## config.mk

```make
export PLATFORM = sky130hd
export DESIGN_NAME = multicycle_control
export DESIGN_NICKNAME = d
export VERILOG_FILES = /design/src/rtl/multicycle_control_pkg.sv /design/src/rtl/multicycle_ctrl_outdec.sv /design/src/rtl/multicycle_control.sv
export SDC_FILE = /design/constraint.sdc
export NUM_CORES = 1
export LEC_CHECK = 0
export BUFFER_PORTS_ARGS = -buffer_cell sky130_fd_sc_hd__buf_4
export CAP_MARGIN = 20
export CELL_PAD_IN_SITES_DETAIL_PLACEMENT = 1
export CELL_PAD_IN_SITES_GLOBAL_PLACEMENT = 1
export CORE_MARGIN = 2
export CORE_UTILIZATION = 37
export DETAILED_ROUTE_END_ITERATION = 7
export GPL_TIMING_DRIVEN = 0
export HOLD_SLACK_MARGIN = 0.1
export PLACE_DENSITY = 0.86
export SYNTH_ARGS = -nofsm -noshare
export SYNTH_HDL_FRONTEND = slang
export SYNTH_SLANG_ARGS = --single-unit
```

## constraint.sdc

```tcl
create_clock -name clk -period 3.9 [get_ports clk]
set_clock_uncertainty 0.2 [all_clocks]
set_input_delay 0.39 -clock clk [delete_from_list [all_inputs] [get_ports clk]]
set_output_delay 0.39 -clock clk [all_outputs]
set_load 0.02 [all_outputs]
```

## src/rtl/multicycle_control_pkg.sv

```systemverilog
`default_nettype none
// ============================================================================
//  Package     : ctrl_pkg
//  Description : Opcodes, state encodings, select codes and control bundle
//                shared by the multicycle MIPS control FSM and its decoder.
//                ILLEGAL_OP_TRAP_EN selects trap-on-unknown-opcode behaviour.
//  Revision    : 1.0  initial release
// ============================================================================
package ctrl_pkg;

    localparam logic [5:0] c_op_rtype = 6'b000000;
    localparam logic [5:0] c_op_j     = 6'b000010;
    localparam logic [5:0] c_op_jal   = 6'b000011;
    localparam logic [5:0] c_op_beq   = 6'b000100;
    localparam logic [5:0] c_op_bne   = 6'b000101;
    localparam logic [5:0] c_op_addi  = 6'b001000;
    localparam logic [5:0] c_op_andi  = 6'b001100;
    localparam logic [5:0] c_op_ori   = 6'b001101;
    localparam logic [5:0] c_op_lw    = 6'b100011;
    localparam logic [5:0] c_op_sw    = 6'b101011;

    // IWB sits after TRAP so the other encodings keep their established values.
    typedef enum logic [3:0] {
        S_FETCH  = 4'd0,
        S_DECODE = 4'd1,
        S_MEMADR = 4'd2,
        S_MEMRD  = 4'd3,
        S_MEMWB  = 4'd4,
        S_MEMWR  = 4'd5,
        S_RTEXEC = 4'd6,
        S_RTWB   = 4'd7,
        S_IEXEC  = 4'd8,
        S_BRANCH = 4'd9,
        S_JUMP   = 4'd10,
        S_TRAP   = 4'd11,
        S_IWB    = 4'd12
    } state_t;

    localparam logic [2:0] c_aluop_add   = 3'b000;
    localparam logic [2:0] c_aluop_sub   = 3'b001;
    localparam logic [2:0] c_aluop_funct = 3'b010;
    localparam logic [2:0] c_aluop_and   = 3'b011;
    localparam logic [2:0] c_aluop_or    = 3'b100;

    localparam logic [1:0] c_regdst_rt  = 2'b00;
    localparam logic [1:0] c_regdst_rd  = 2'b01;
    localparam logic [1:0] c_regdst_ra  = 2'b10;

    localparam logic [1:0] c_wb_aluout  = 2'b00;
    localparam logic [1:0] c_wb_mdr     = 2'b01;
    localparam logic [1:0] c_wb_pc      = 2'b10;

    localparam logic [1:0] c_srcb_rt      = 2'b00;
    localparam logic [1:0] c_srcb_four    = 2'b01;
    localparam logic [1:0] c_srcb_imm     = 2'b10;
    localparam logic [1:0] c_srcb_imm_sl2 = 2'b11;

    localparam logic [1:0] c_pcsrc_alu    = 2'b00;
    localparam logic [1:0] c_pcsrc_aluout = 2'b01;
    localparam logic [1:0] c_pcsrc_jump   = 2'b10;

`ifdef ILLEGAL_OP_TRAP_EN
    localparam bit c_trap_en = 1'b1;
`else
    localparam bit c_trap_en = 1'b0;
`endif

    typedef struct packed {
        logic       pc_write;
        logic       pc_write_cond;
        logic       branch_ne;
        logic       iord;
        logic       mem_read;
        logic       mem_write;
        logic       ir_write;
        logic [1:0] reg_dst;
        logic [1:0] mem_to_reg;
        logic       reg_write;
        logic       alu_src_a;
        logic [1:0] alu_src_b;
        logic [2:0] alu_op;
        logic [1:0] pc_source;
        logic       instr_done;
    } ctrl_t;

    // Execute-phase entry state for an opcode seen in DECODE.
    function automatic state_t op_target(input logic [5:0] op);
        case (op)
            c_op_lw, c_op_sw:               return S_MEMADR;
            c_op_rtype:                     return S_RTEXEC;
            c_op_addi, c_op_andi, c_op_ori: return S_IEXEC;
            c_op_beq, c_op_bne:             return S_BRANCH;
            c_op_j, c_op_jal:               return S_JUMP;
            default:                        return c_trap_en ? S_TRAP : S_FETCH;
        endcase
    endfunction

    function automatic logic op_unknown(input logic [5:0] op);
        state_t w_t;
        w_t = op_target(op);
        return (w_t == S_FETCH) || (w_t == S_TRAP);
    endfunction

endpackage
`default_nettype wire

```

## src/rtl/multicycle_ctrl_outdec.sv

```systemverilog
`default_nettype none
// ============================================================================
//  Module      : multicycle_ctrl_outdec
//  Description : Combinational decode of state, latched opcode and mem_ready
//                into datapath controls. ILLEGAL_OP_TRAP_EN adds o_illegal_op.
//  Revision    : 1.0  initial release
// ============================================================================
module multicycle_ctrl_outdec
    import ctrl_pkg::*;
(
    input  logic       i_rst,
    input  state_t     i_state,
    input  logic [5:0] i_op_latched,
    input  logic       i_op_unknown,
    input  logic       i_mem_ready,
`ifdef ILLEGAL_OP_TRAP_EN
    output logic       o_illegal_op,
`endif
    output ctrl_t      o_ctrl
);

    ctrl_t w_ctrl;

    always_comb begin
        w_ctrl = '0;
        case (i_state)
            S_FETCH: begin
                w_ctrl.mem_read  = 1'b1;
                w_ctrl.alu_src_b = c_srcb_four;
                w_ctrl.alu_op    = c_aluop_add;
                w_ctrl.pc_source = c_pcsrc_alu;
                w_ctrl.ir_write  = i_mem_ready;
                w_ctrl.pc_write  = i_mem_ready;
            end
            S_DECODE: begin
                w_ctrl.alu_src_b  = c_srcb_imm_sl2;
                w_ctrl.alu_op     = c_aluop_add;
                w_ctrl.instr_done = i_op_unknown && !c_trap_en;
            end
            S_MEMADR: begin
                w_ctrl.alu_src_a = 1'b1;
                w_ctrl.alu_src_b = c_srcb_imm;
                w_ctrl.alu_op    = c_aluop_add;
            end
            S_MEMRD: begin
                w_ctrl.mem_read = 1'b1;
                w_ctrl.iord     = 1'b1;
            end
            S_MEMWB: begin
                w_ctrl.reg_write  = 1'b1;
                w_ctrl.reg_dst    = c_regdst_rt;
                w_ctrl.mem_to_reg = c_wb_mdr;
                w_ctrl.instr_done = 1'b1;
            end
            S_MEMWR: begin
                w_ctrl.mem_write  = 1'b1;
                w_ctrl.iord       = 1'b1;
                w_ctrl.instr_done = i_mem_ready;
            end
            S_RTEXEC: begin
                w_ctrl.alu_src_a = 1'b1;
                w_ctrl.alu_src_b = c_srcb_rt;
                w_ctrl.alu_op    = c_aluop_funct;
            end
            S_RTWB: begin
                w_ctrl.reg_write  = 1'b1;
                w_ctrl.reg_dst    = c_regdst_rd;
                w_ctrl.mem_to_reg = c_wb_aluout;
                w_ctrl.instr_done = 1'b1;
            end
            S_IEXEC: begin
                w_ctrl.alu_src_a = 1'b1;
                w_ctrl.alu_src_b = c_srcb_imm;
                if (i_op_latched == c_op_andi)
                    w_ctrl.alu_op = c_aluop_and;
                else if (i_op_latched == c_op_ori)
                    w_ctrl.alu_op = c_aluop_or;
                else
                    w_ctrl.alu_op = c_aluop_add;
            end
            S_IWB: begin
                w_ctrl.reg_write  = 1'b1;
                w_ctrl.reg_dst    = c_regdst_rt;
                w_ctrl.mem_to_reg = c_wb_aluout;
                w_ctrl.instr_done = 1'b1;
            end
            S_BRANCH: begin
                w_ctrl.alu_src_a     = 1'b1;
                w_ctrl.alu_src_b     = c_srcb_rt;
                w_ctrl.alu_op        = c_aluop_sub;
                w_ctrl.pc_write_cond = 1'b1;
                w_ctrl.pc_source     = c_pcsrc_aluout;
                w_ctrl.branch_ne     = (i_op_latched == c_op_bne);
                w_ctrl.instr_done    = 1'b1;
            end
            S_JUMP: begin
                w_ctrl.pc_write   = 1'b1;
                w_ctrl.pc_source  = c_pcsrc_jump;
                w_ctrl.instr_done = 1'b1;
                // jal links while PC still holds PC+4
                if (i_op_latched == c_op_jal) begin
                    w_ctrl.reg_write  = 1'b1;
                    w_ctrl.reg_dst    = c_regdst_ra;
                    w_ctrl.mem_to_reg = c_wb_pc;
                end
            end
            default: w_ctrl = '0;
        endcase
    end

    assign o_ctrl = i_rst ? '0 : w_ctrl;

`ifdef ILLEGAL_OP_TRAP_EN
    assign o_illegal_op = !i_rst && (i_state == S_TRAP);
`endif

endmodule
`default_nettype wire

```

## src/rtl/multicycle_control.sv

```systemverilog
`default_nettype none
// ============================================================================
//  Module      : multicycle_control
//  Description : Multicycle MIPS main control FSM with memory wait states.
//                ILLEGAL_OP_TRAP_EN traps unknown opcodes (adds illegal_op).
//  Revision    : 1.0  initial release
// ============================================================================
module multicycle_control
    import ctrl_pkg::*;
#(
    parameter int OP_W    = 6,
    parameter int ALUOP_W = 3,
    parameter int STATE_W = 4
) (
    input  logic               clk,
    input  logic               rst,
    input  logic [OP_W-1:0]    opcode,
    input  logic               mem_ready,
    output logic               PCWrite,
    output logic               PCWriteCond,
    output logic               BranchNE,
    output logic               IorD,
    output logic               MemRead,
    output logic               MemWrite,
    output logic               IRWrite,
    output logic [1:0]         RegDst,
    output logic [1:0]         MemtoReg,
    output logic               RegWrite,
    output logic               ALUSrcA,
    output logic [1:0]         ALUSrcB,
    output logic [ALUOP_W-1:0] ALUOp,
    output logic [1:0]         PCSource,
    output logic               instr_done,
`ifdef ILLEGAL_OP_TRAP_EN
    output logic               illegal_op,
`endif
    output logic [STATE_W-1:0] state_o
);

    state_t          r_state;
    state_t          w_next;
    logic [OP_W-1:0] r_op;
    logic [5:0]      w_op;
    logic [5:0]      w_op_latched;
    ctrl_t           w_ctrl;

    assign w_op         = 6'(opcode);
    assign w_op_latched = 6'(r_op);

    always_comb begin
        w_next = r_state;
        case (r_state)
            S_FETCH:  if (mem_ready) w_next = S_DECODE;
            S_DECODE: w_next = op_target(w_op);
            S_MEMADR: w_next = (w_op_latched == c_op_sw) ? S_MEMWR : S_MEMRD;
            S_MEMRD:  if (mem_ready) w_next = S_MEMWB;
            S_MEMWR:  if (mem_ready) w_next = S_FETCH;
            S_RTEXEC: w_next = S_RTWB;
            S_IEXEC:  w_next = S_IWB;
            S_TRAP:   w_next = S_TRAP;
            S_MEMWB, S_RTWB, S_IWB, S_BRANCH, S_JUMP: w_next = S_FETCH;
            default:  w_next = S_FETCH;
        endcase
    end

    always_ff @(posedge clk or posedge rst) begin
        if (rst) begin
            r_state <= S_FETCH;
            r_op    <= '0;
        end else begin
            r_state <= w_next;
            if (r_state == S_DECODE)
                r_op <= opcode;
        end
    end

    multicycle_ctrl_outdec u_outdec (
        .i_rst        (rst),
        .i_state      (r_state),
        .i_op_latched (w_op_latched),
        .i_op_unknown (op_unknown(w_op)),
        .i_mem_ready  (mem_ready),
`ifdef ILLEGAL_OP_TRAP_EN
        .o_illegal_op (illegal_op),
`endif
        .o_ctrl       (w_ctrl)
    );

    assign PCWrite     = w_ctrl.pc_write;
    assign PCWriteCond = w_ctrl.pc_write_cond;
    assign BranchNE    = w_ctrl.branch_ne;
    assign IorD        = w_ctrl.iord;
    assign MemRead     = w_ctrl.mem_read;
    assign MemWrite    = w_ctrl.mem_write;
    assign IRWrite     = w_ctrl.ir_write;
    assign RegDst      = w_ctrl.reg_dst;
    assign MemtoReg    = w_ctrl.mem_to_reg;
    assign RegWrite    = w_ctrl.reg_write;
    assign ALUSrcA     = w_ctrl.alu_src_a;
    assign ALUSrcB     = w_ctrl.alu_src_b;
    assign ALUOp       = ALUOP_W'(w_ctrl.alu_op);
    assign PCSource    = w_ctrl.pc_source;
    assign instr_done  = w_ctrl.instr_done;
    assign state_o     = STATE_W'(r_state);

endmodule
`default_nettype wire

```

### After elaboration in Yosys (flattened, before gate mapping)

Cells that the tools add are included.

* bits in registers: 10
* input port bits: 9
* output and inout port bits: 25

* equality and inequality tests: 30
* muxes and demuxes: 21
* reductions and logical operators: 13

Operator list (count)
* 4-bit case mux with 8 select lines: 1
* 6-bit by 4-bit equality test with 1-bit output, second input constant: 5
* 5-bit case mux with 6 select lines: 1
* 4-bit equality test, second input constant: 6
* 21-bit two-way mux: 1
* 4-bit case mux with 5 select lines: 1
* 5-bit case mux with 4 select lines: 1
* 6-bit by 2-bit equality test with 1-bit output, second input constant: 3
* 6-bit by 3-bit equality test with 1-bit output, second input constant: 3
* 6-bit equality test, second input constant: 3
* 4-bit by 3-bit equality test with 1-bit output, second input constant: 4
* 4-bit two-way mux: 3
* 2-bit OR reduction: 5
* 3-bit two-way mux: 3
* 4-bit by 2-bit equality test with 1-bit output, second input constant: 2
* 4-bit zero test: 2
* 6-bit zero test: 1
* 2-bit inequality test, second input constant: 3
* 1-bit two-way mux: 5
* 5-bit two-way mux: 1
* 5-bit OR reduction: 1
* 4-bit by 1-bit equality test with 1-bit output, second input constant: 1
* 2-bit case mux with 2 select lines: 1
* 4-bit OR reduction: 1
* 6 further kinds: 6

### Depth between registers and ports, before layout

Gate-level depths: netlist of the first run.

* word-level depth: 7
* gate-level depth with buffers: 5
* depth with buffers taken out: 4

### By module

From an unflattened synthesis of the first run, not the netlist that was laid out.

* cells, all modules: 129
* area, all modules: 1012.2 µm²

By module, submodules not included
* multicycle_control: times used 1, cells an instance 69, area each 640.6 µm², seq. area each 250.2 µm²
* multicycle_ctrl_outdec: times used 1, cells an instance 60, area each 371.6 µm², seq. area each 0.0 µm²

### Worst setup path after synthesis of the first run

Ideal clock, no wire load.

* path kind: reg-to-output
* from: register r_state[3] (netlist: state_o[3])
* to: output port ALUOp[0]
* arrival time: 1676 ps
* path slack: 1634 ps
* stages on the path, launching flop included: 5
* buffers on the path: 1
* cell sequence: dfrtp_1 > buf_2 > and2b_1 > a32oi_1 > nor4_1

* word-level cells in the longest chain between the ends: 3
* elaborated cells between the ends (all ways): 8
* those cells by class: eq/ne: 5; mux: 2; reduce/logical: 1

RTL lines
* start: declaration: RTL line multicycle_control.sv:40 `state_t r_state;`
* start signal: assignment: RTL line multicycle_control.sv:71 `r_state <= w_next;`
* 4-bit equality test, or another cell as far along: RTL line multicycle_ctrl_outdec.sv:26 `case (i_state)`
* 5-bit case mux with 6 select lines (*): RTL line multicycle_ctrl_outdec.sv:26
* 21-bit two-way mux (*): RTL line multicycle_ctrl_outdec.sv:111 `assign o_ctrl = i_rst ? '0 : w_ctrl;`
* end: declaration: RTL line multicycle_control.sv:31 `output logic [ALUOP_W-1:0] ALUOp,`

Every way passes the cells marked *; elsewhere a longest branch is shown, timed or not.

### Final worst setup path of the first run

* from: input port rst
* to: output port RegDst[1]

* word-level cells in the longest chain between the ends: 1

RTL lines
* start: declaration: RTL line multicycle_control.sv:16 `input logic rst,`
* 21-bit two-way mux: RTL line multicycle_ctrl_outdec.sv:111
* end: declaration: RTL line multicycle_control.sv:26 `output logic [1:0] RegDst,`

Every way passes these cells.

==> results of run 1 <==
[cells in the mapped netlist (2+ instances only)]
cell	instances
buf_2	5
nor4_1	7
and2_1	2
o21ai_0	5
nand2_1	8
o22ai_1	2
a32oi_1	2
nor2b_1	2
a21oi_1	6
a211oi_1	3
nand3_1	3
mux2_2	6
nand2b_1	8
inv_1	5
buf_4	3
nor2_1	16
nand4_1	2
nor3_1	6
dfrtp_1	10
[final cells by class]
| type | instances | area share (%) |
|---|---|---|
| Inverter | 5 | 1.493 |
| Tap cell | 30 | 2.985 |
| Timing Repair Buffer | 34 | 20.50 |
| Sequential cell | 10 | 19.90 |
| Clock buffer | 4 | 2.886 |
| Buffer | 10 | 4.975 |
| Multi-Input combinational cell | 95 | 47.26 |
[worst max-delay path, cell delays in order]
cell	delay [ns]
dlygate4sd3_1	0.54
buf_4	0.13
inv_1	0.37
nand2_1	0.18
nor2_1	0.19
buf_4	0.13
buf_4	0.13
[report_power, final]
| group | internal (mW) | total [mW] | switching [mW] |
|---|---|---|---|
| registers | 0.154 | 0.211 | 0.0569 |
| logic | 0.264 | 0.628 | 0.365 |
| clock network | 0.0568 | 0.0982 | 0.0414 |
[worst max-delay path by stage]
stage                     slack, ns        from          to
after floorplan                1.63  state_o[3]    ALUOp[0]
after global placement         1.71  state_o[1]  instr_done
after detailed placement       1.63  state_o[1]  instr_done
after CTS                      1.20         rst   RegDst[1]
after global routing           1.09         rst   RegDst[1]
final                          1.24         rst   RegDst[1]
[state kept, by name, indices dropped and copies added, names as in the netlist]
signal and count:
r_op 6, state_o 4
[kinds of logic (layout without fill, tap and decap cells)]
family          Yosys count  in the layout  synth area share (%)
compound gates           27             27                 20.68
xor+xnor                  1              1                0.9461
buf+inv                  15             53                 8.783
flops                    10             10                 27.03
mux                       6              6                 7.297
simple gates             61             61                 35.27
[per-layer routing]
| layer | track usage (%) | wire (um) | up-vias |
|---|---|---|---|
| met5 | 0 | 0 | - |
| met2 | 48.17 | 1680 | 40 |
| met3 | 2.778 | 185 | 7 |
| met1 | 27.87 | 1339 | 525 |
| li1 | - | - | 515 |
| met4 | 6.667 | 44 | 0 |
[what timing repair did]
item,4_1_cts,5_1_grt
hold endpoints to repair,10,0
resized for setup,0,0
hold buffers,1,0
==> flow_metrics.tcl, run 1 <==
set metrics [dict create \
    start_util_pct 38.07 \
    cts_htree_levels 1 \
    max_slew_margin_pct 66.08 \
    fin_area_sq_um 1257 \
    rsz0062_at_grt "false" \
    ys_seq_area_share_pct 27.03 \
    detail_route.iter0.violations 20 \
    worst_ep_required_time_ns 3.31 \
    clockBufferDepth 2 \
    numCtsBuffers 3 \
    grt_max_degree 14 \
    fp-row-count 18 \
    worstHoldStart "opcode[0]" \
    vdd_drop_max_mv 0.4106 \
    setup_tns_ns 0 \
    worstPathMaxFanout 13 \
    syn_area_per_cell_sq_um 7.716 \
    grt_pass1_vias 1102 \
    seq_area_sq_um 250.2 \
    worst_hold_path.endpoint "r_op[0]" \
    synth_edf_count 0 \
    clock_latency_ns 0.28 \
    fin_ws_ns 1.242 \
    leakage_nw 0.5542 \
    netlist_instances 120 \
    synth_warnings 0 \
    tightest_slew_ns 0.5082 \
    die_y_um 54.03 \
    overflow 0 \
    final_cell_mix "buf_4, nor2_1, dfrtp_1" \
    synthTopCellsByArea "dfrtp_1, mux2_2, nor2_1, nand2b_1, nor4_1" \
    end_kind "primary output" \
    rr_worst_depth 4 \
    slew_viol_final 0 \
    clk_pin_slew_ns 0.08 \
    power.density_nw_per_um2 745.8 \
    arrival_ns 2.07 \
    worstSetupPathType "primary input to primary output" \
    setup_violations 0 \
    fin_hold_ws_ns 0.1825 \
    clkSinkCount 10 \
    drive_gt1_share_pct 34.81 \
    r2r_start "state_o[1]" \
    startpoint_type "primary input" \
    syn_nets 129 \
    final_common_cell "buf_4" \
    track_usage_pct 24.71 \
    die_area_sq_um 2919 \
    fin_crit_ns 2.658 \
    coreArea_sq_um 2432 \
    io_pins 34 \
    tritoncts "done" \
    place_congestion 0.8746 \
    drc 0 \
    finalNonFillerCells 188 \
    r2r_slack_ns 2.05 \
    yosys.area.top_type "dfrtp_1" \
    antennaDiodeCount 0 \
    fillers 330 \
    finalCritPeriodShare_pct 68.15 \
    hpwl_um 2506 \
    status "complete, no violations" \
    io_buffers 33 \
    yosys.cell_types.count 38 \
    ys_ff_latch 10 \
    clock-root-buffer "clkbuf_4" \
    dpl_cell_area_sq_um 1211 \
    max_freq_mhz 376.3 \
    via_per_inst 5.782 \
    multi_input_area_sq_um 594.3 \
    via_count 1087 \
    total_power_uw 937.8 \
    antenna_found_initial 0 \
    wl_um 3251 \
    syn_area_sq_um 925.9 \
    grt_pass1_wl_um 5237 \
    post-place-ws_ns 1.634 \
    dp.cells 183 \
    drv_cap 0 \
    fin_nets 168 \
    r2r-end "r_op[2]" \
    async_flop_share_pct 100.0 \
    ant_nets 0 \
    netlist.area_leader.share_pct 27.03 \
    utilization_pct 51.70 \
    hold_path_class "primary input to flip-flop" \
    synthToLayoutAreaGrowth_pct 35.81 \
    min_path_cells 2 \
    post-cts-setup-buffer-count 0 \
    synthFlopType "dfrtp_1" \
    drt-pass1-iter-count 4 \
    finalHoldViolCount 0 \
    wl_per_cell_um 17.29 \
    die_x_um 54.03 \
]
No activity file was read; power rests on OpenSTA's default activity.
==> run 2, diff against run 1 <==
--- a/config.mk
+++ b/config.mk
@@ -5,16 +5,17 @@
 export SDC_FILE = /design/constraint.sdc
 export NUM_CORES = 1
 export LEC_CHECK = 0
+export ABC_AREA = 1
 export BUFFER_PORTS_ARGS = -buffer_cell sky130_fd_sc_hd__buf_4
 export CAP_MARGIN = 20
 export CELL_PAD_IN_SITES_DETAIL_PLACEMENT = 1
 export CELL_PAD_IN_SITES_GLOBAL_PLACEMENT = 1
 export CORE_MARGIN = 2
-export CORE_UTILIZATION = 37
+export CORE_UTILIZATION = 28
 export DETAILED_ROUTE_END_ITERATION = 7
 export GPL_TIMING_DRIVEN = 0
 export HOLD_SLACK_MARGIN = 0.1
-export PLACE_DENSITY = 0.86
+export PLACE_DENSITY = 0.76
 export SYNTH_ARGS = -nofsm -noshare
 export SYNTH_HDL_FRONTEND = slang
 export SYNTH_SLANG_ARGS = --single-unit
==> constraint.sdc (replaced) <==
create_clock -name clk -period 2.2 [get_ports clk]
set_clock_uncertainty 0.2 [all_clocks]
set_input_delay 0.22 -clock clk [delete_from_list [all_inputs] [get_ports clk]]
set_output_delay 0.22 -clock clk [all_outputs]
set_load 0.02 [all_outputs]
==> flow_metrics.tcl, run 2 <==
set metrics [dict create \
    cpMaxStageDelayCell "dlygate4sd3_1" \
    via_per_inst 4.756 \
    syn_area_per_cell_sq_um 5.892 \
    grt_max_degree 14 \
    worst_ep_required_time_ns 1.78 \
    worstHoldStart "opcode[2]" \
    ant_nets 0 \
    r2r-end "state_o[2]" \
    clock-root-buffer "clkbuf_4" \
    die_y_um 59.81 \
    detail_route.iter0.violations 14 \
    start_util_pct 29.04 \
    final_cell_mix "nand2_1, buf_4, inv_1, nor2_1, o21ai_0" \
    drive_gt1_share_pct 31.77 \
    synthTopCellsByCount "nand2_1, nor2_1, inv_1" \
    wl_um 2883 \
    antennaDiodeCount 0 \
    grt_pass1_vias 1176 \
    drc 0 \
    ys_ff_latch 10 \
    largest_register_ffs 6 \
    worstPathCellList "buf_4 -> dlygate4sd3_1 -> inv_1 -> nor2_1 -> nand3_1 -> nand2_1 -> nor2_2 -> nand3_2 -> a21oi_2 -> buf_4" \
    utilization_pct 43.88 \
    max_slew_margin_pct 79.76 \
    via_count 1070 \
    finalHoldViolCount 0 \
    clkSinkCount 10 \
    wl_per_cell_um 12.81 \
    post-cts-setup-buffer-count 0 \
    dpl_cell_area_sq_um 1156 \
    hpwl_um 2348 \
    worstSetupPathType "primary input to primary output" \
    worstPathMaxFanout 3 \
    drt-pass1-iter-count 4 \
    r2r_start "state_o[1]" \
    synthTopCellsByArea "dfrtp_1, nand2_1, nor2_1, inv_1, o21ai_0" \
    die_x_um 59.81 \
    dp.cells 213 \
    synthFlopType "dfrtp_1" \
    finalNonFillerCells 225 \
    ys_seq_area_share_pct 28.69 \
    post-place-ws_ns 0.2733 \
    min_path_cells 6 \
    fin_hold_ws_ns 0.2298 \
    slew_viol_final 0 \
    fin_ws_ns 0.1242 \
    clk_pin_slew_ns 0.07 \
    synth_edf_count 0 \
    syn_area_sq_um 872.1 \
    clock_latency_ns 0.26 \
    startpoint_type "primary input" \
    hold_path_class "primary input to flip-flop" \
    vdd_drop_max_mv 0.3831 \
    end_kind "primary output" \
    numCtsBuffers 3 \
    yosysMostFrequentCell "nand2_1" \
    clockBufferDepth 2 \
    syn_nets 157 \
    overflow 0 \
    tightest_slew_ns 0.3022 \
    fp-row-count 20 \
    worst_hold_path.endpoint "state_o[1]" \
    io_pins 34 \
    status "complete, no violations" \
    setup_tns_ns 0 \
    leakage_nw 0.6963 \
    fin_area_sq_um 1318 \
    place_congestion 0.7975 \
    r2r_slack_ns 0.51 \
    async_flop_share_pct 100.0 \
    fin_crit_ns 2.076 \
    antenna_found_initial 0 \
    power.density_nw_per_um2 1160 \
    netlist.area_leader.share_pct 28.69 \
    die_area_sq_um 3577 \
    coreArea_sq_um 3003 \
    total_power_mw 1.528 \
    setup_violations 0 \
    regMostFlops "r_op" \
    cts_htree_levels 1 \
    rr_worst_depth 8 \
    track_usage_pct 17.82 \
    grt_pass1_wl_um 4947 \
    synthToLayoutAreaGrowth_pct 51.08 \
    max_freq_mhz 481.7 \
    fillers 420 \
    finalCritPeriodShare_pct 94.36 \
    path_common_cell "buf_4" \
    cpPeakStageDelay_ns 0.54 \
    fin_nets 202 \
    critPathTopFamily "buffers and inverters" \
    rsz0062_at_grt "false" \
    netlist_instances 148 \
    yosys.cell_types.count 22 \
    arrival_ns 1.66 \
    yosys.area.top_type "dfrtp_1" \
    tritoncts "done" \
    synth_warnings 0 \
    crit_buf_inv 4 \
    drv_cap 0 \
    io_buffers 32 \
]
run 2: cell types whose count changed after synthesis, moves of 5 or more:
cell      delta
mux2_2       -6
nand2b_1     -8
nor2_1      +12
nand2_1     +29
inv_1       +19
nand3_1      +5
nor4_1       -5
o21ai_0      +6
run 2: power breakdown:
part	leakage (nW)	switching (mW)	total, mW	internal, mW
Combinational	0.553	0.611	0.961	0.350
Sequential	0.122	0.128	0.406	0.278
Clock	0.0210	0.0609	0.161	0.100
run 2: layout make-up:
type,instances,area (sq um),share of cell area (%)
Multi-Input combinational cell,108,535.5,40.65
Timing Repair Buffer,40,320.3,24.31
Clock buffer,4,36.28,2.754
Inverter,25,97.59,7.407
Buffer,5,32.53,2.469
Sequential cell,10,254.0,19.28
Tap cell,33,41.29,3.134
run 2: tightest hold or removal path: stages:
cell,delay (ns)
buf_4,0.09
nor2_2,0.05
nand3_1,0.08
nand2_1,0.06
nand2_1,0.06
nand4_1,0.08
run 2: how the worst max path moves through the flow:
stage	from	cells after the start	slack, ns	endpoint
floorplan	state_o[3]	7	0.01	RegDst[1]
global placement	state_o[2]	6	0.31	instr_done
detailed placement	state_o[2]	6	0.27	instr_done
CTS	state_o[0]	7	0.03	RegDst[1]
global route	state_o[3]	8	0.02	RegDst[1]
finish	opcode[2]	10	0.12	instr_done
run 2: cell families (layout without fill, tap and decap cells):
family,count (synthesis),after routing,share of synthesized area [%]
buffers and inverters,30,74,14.35
DFF,10,10,28.69
AOI/OAI and AO/OA,21,21,13.49
and+or+nand+nor,87,87,43.47
run 2: routing by layer:
layer / vias to the layer above / wire length, um / GRT usage [%]
met5: - / 0 / 0
met4: 0 / 36 / 4.762
met3: 4 / 122 / 1.082
met2: 28 / 1512 / 35.71
met1: 486 / 1211 / 19.74
li1: 552 / - / -
run 2: what timing repair did:
action	CTS	global route
endpoints found under the hold margin	17	0
gates resized for setup	1	18
hold buffers	8	0
setup endpoints to repair	1	9
==> run 3, diff against run 2 <==
--- a/config.mk
+++ b/config.mk
@@ -5,17 +5,17 @@
 export SDC_FILE = /design/constraint.sdc
 export NUM_CORES = 1
 export LEC_CHECK = 0
-export ABC_AREA = 1
+export ABC_AREA = 0
 export BUFFER_PORTS_ARGS = -buffer_cell sky130_fd_sc_hd__buf_4
 export CAP_MARGIN = 20
 export CELL_PAD_IN_SITES_DETAIL_PLACEMENT = 1
 export CELL_PAD_IN_SITES_GLOBAL_PLACEMENT = 1
 export CORE_MARGIN = 2
-export CORE_UTILIZATION = 28
+export CORE_UTILIZATION = 31
 export DETAILED_ROUTE_END_ITERATION = 7
 export GPL_TIMING_DRIVEN = 0
 export HOLD_SLACK_MARGIN = 0.1
-export PLACE_DENSITY = 0.76
+export PLACE_DENSITY = 0.77
 export SYNTH_ARGS = -nofsm -noshare
 export SYNTH_HDL_FRONTEND = slang
 export SYNTH_SLANG_ARGS = --single-unit
==> flow_metrics.tcl, run 3 (synthesized netlist as in run 1, its figures left out) <==
set metrics [dict create \
    fin_ws_ns 0.06637 \
    start_util_pct 33.01 \
    io_pins 34 \
    drive_gt1_share_pct 43.20 \
    wl_per_cell_um 17.73 \
    worstHoldStart "r_op[2]" \
    tightest_slew_ns 0.5002 \
    cpMaxStageDelayCell "dfrtp_2" \
    drc 5 \
    vdd_drop_max_mv 0.5994 \
    worstPathCellList "nand2b_1 -> buf_6 -> nor3_4 -> nand4_1 -> a21oi_2 -> buf_4" \
    numCtsBuffers 3 \
    via_per_inst 5.685 \
    grt_pass1_wl_um 5651 \
    grt_pass1_vias 1167 \
    regMostFlops "r_op" \
    fin_hold_ws_ns 0.3642 \
    clk_pin_slew_ns 0.07 \
    die_area_sq_um 3440 \
    fin_crit_ns 2.134 \
    setup_violations 0 \
    detail_route.iter0.violations 41 \
    arrival_ns 1.71 \
    final_cell_mix "buf_4, nor2_1, nand2_1, dlygate4sd3_1" \
    worstSetupPathType "flip-flop to primary output" \
    r2r_start "state_o[1]" \
    slew_viol_final 0 \
    ant_nets 0 \
    clock-root-buffer "clkbuf_4" \
    via_count 1137 \
    cpPeakStageDelay_ns 0.45 \
    violations "DRC" \
    startpoint "state_o[1]" \
    coreArea_sq_um 2805 \
    io_buffers 33 \
    track_usage_pct 21.60 \
    antenna_found_initial 0 \
    clockBufferDepth 2 \
    finalCritPeriodShare_pct 96.98 \
    drt-pass1-iter-count 6 \
    antennaDiodeCount 0 \
    post-place-ws_ns 0.1441 \
    worstPathMaxFanout 8 \
    startpoint_type "flip-flop" \
    grt_max_degree 11 \
    clkSinkCount 10 \
    overflow 0 \
    worst_ep_required_time_ns 1.78 \
    finalHoldViolCount 0 \
    max_freq_mhz 468.7 \
    max_slew_margin_pct 66.65 \
    die_x_um 58.65 \
    fin_nets 179 \
    hpwl_um 2528 \
    rsz0062_at_grt "true" \
    clock_latency_ns 0.27 \
    power.density_nw_per_um2 1277 \
    synthToLayoutAreaGrowth_pct 53.78 \
    largest_register_ffs 6 \
    status "complete, but fails checks" \
    cts_htree_levels 1 \
    drv_cap 0 \
    crit_buf_inv 2 \
    fp-row-count 19 \
    tritoncts "done" \
    critPathTopFamily "simple AND/OR/NAND/NOR gates" \
    hold_path_class "flip-flop to flip-flop" \
    final_common_cell "buf_4" \
    place_congestion 0.8562 \
    die_y_um 58.65 \
    leakage_nw 0.6043 \
    wl_um 3546 \
    end_kind "primary output" \
]
[run 3: changes by cell type in the layout (fill, tap and decap cells not counted), sizes merged, moves of 3 or more]
cell    previous run  this run
nand2b             0         8
inv               24         5
clkbuf             5         9
mux2               0         6
nor4               2         7
a211oi             0         3
nor3               4         7
buf               36        42
o21ai             12         5
nor2              31        16
nand3              8         3
nand2             37         8
[run 3: metal layers]
layer / vias up / wire length [um] / GRT usage [%]
met4: 0 / 54 / 7.468
met2: 38 / 1795 / 37.40
met5: - / 0 / 0
li1: 537 / - / -
met3: 5 / 192 / 1.978
met1: 557 / 1503 / 28.13
[run 3: worst reg2reg max path: cells and delay by family, from the launching register on]
kind | cells | cell delay (ns)
DFF | 1 | 0.45
and+or+nand+nor | 2 | 0.36
muxes | 1 | 0.34
buffers and inverters | 2 | 0.33
[run 3: what timing repair did]
item / in CTS / in global routing
hold buffers: 8 / 0
setup endpoints to repair: 4 / 13
gates resized for setup: 3 / 17
pin swaps: 4 / 1
setup buffers: 4 / 0
endpoints found under the hold margin: 17 / 0
[run 3: final cells by class]
cell class | instances | area [sq um]
fill | 339 | 1381
multi-input combinational | 95 | 645.6
timing repair buffer | 45 | 357.8
sequential | 10 | 254.0
buffer | 10 | 72.57
tap | 31 | 38.79
clock buffer | 4 | 36.28
inverter | 5 | 18.77
[run 3: worst paths after layout]
path,slack [ns],cells after the start,end
max,0.07,6,instr_done
min,0.36,1,r_op[2]
max reg2reg,0.40,5,r_op[0]
min reg2reg,0.36,1,r_op[2]
max in group asynchronous,1.02,3,state_o[1]
min in group asynchronous,0.42,3,r_op[1]
[run 3: per-stage QoR]
stage	instance area (sq um)	power, mW	TNS [ns]	util, %	cells
6_report	1424	1.819	0	50.76	200
5_1_grt	1424	1.936	-0.02766	50.76	200
4_1_cts	1366	1.723	0	48.71	200
3_5_place_dp	1212	1.478	0	43.22	184
3_3_place_gp	1212	1.460	0	43.22	184
2_1_floorplan	925.9	1.114	0	-	120
[run 3: power by group]
part / switching, mW / internal, mW
Clock: 0.0733 / 0.101
Sequential: 0.103 / 0.277
Combinational: 0.698 / 0.566
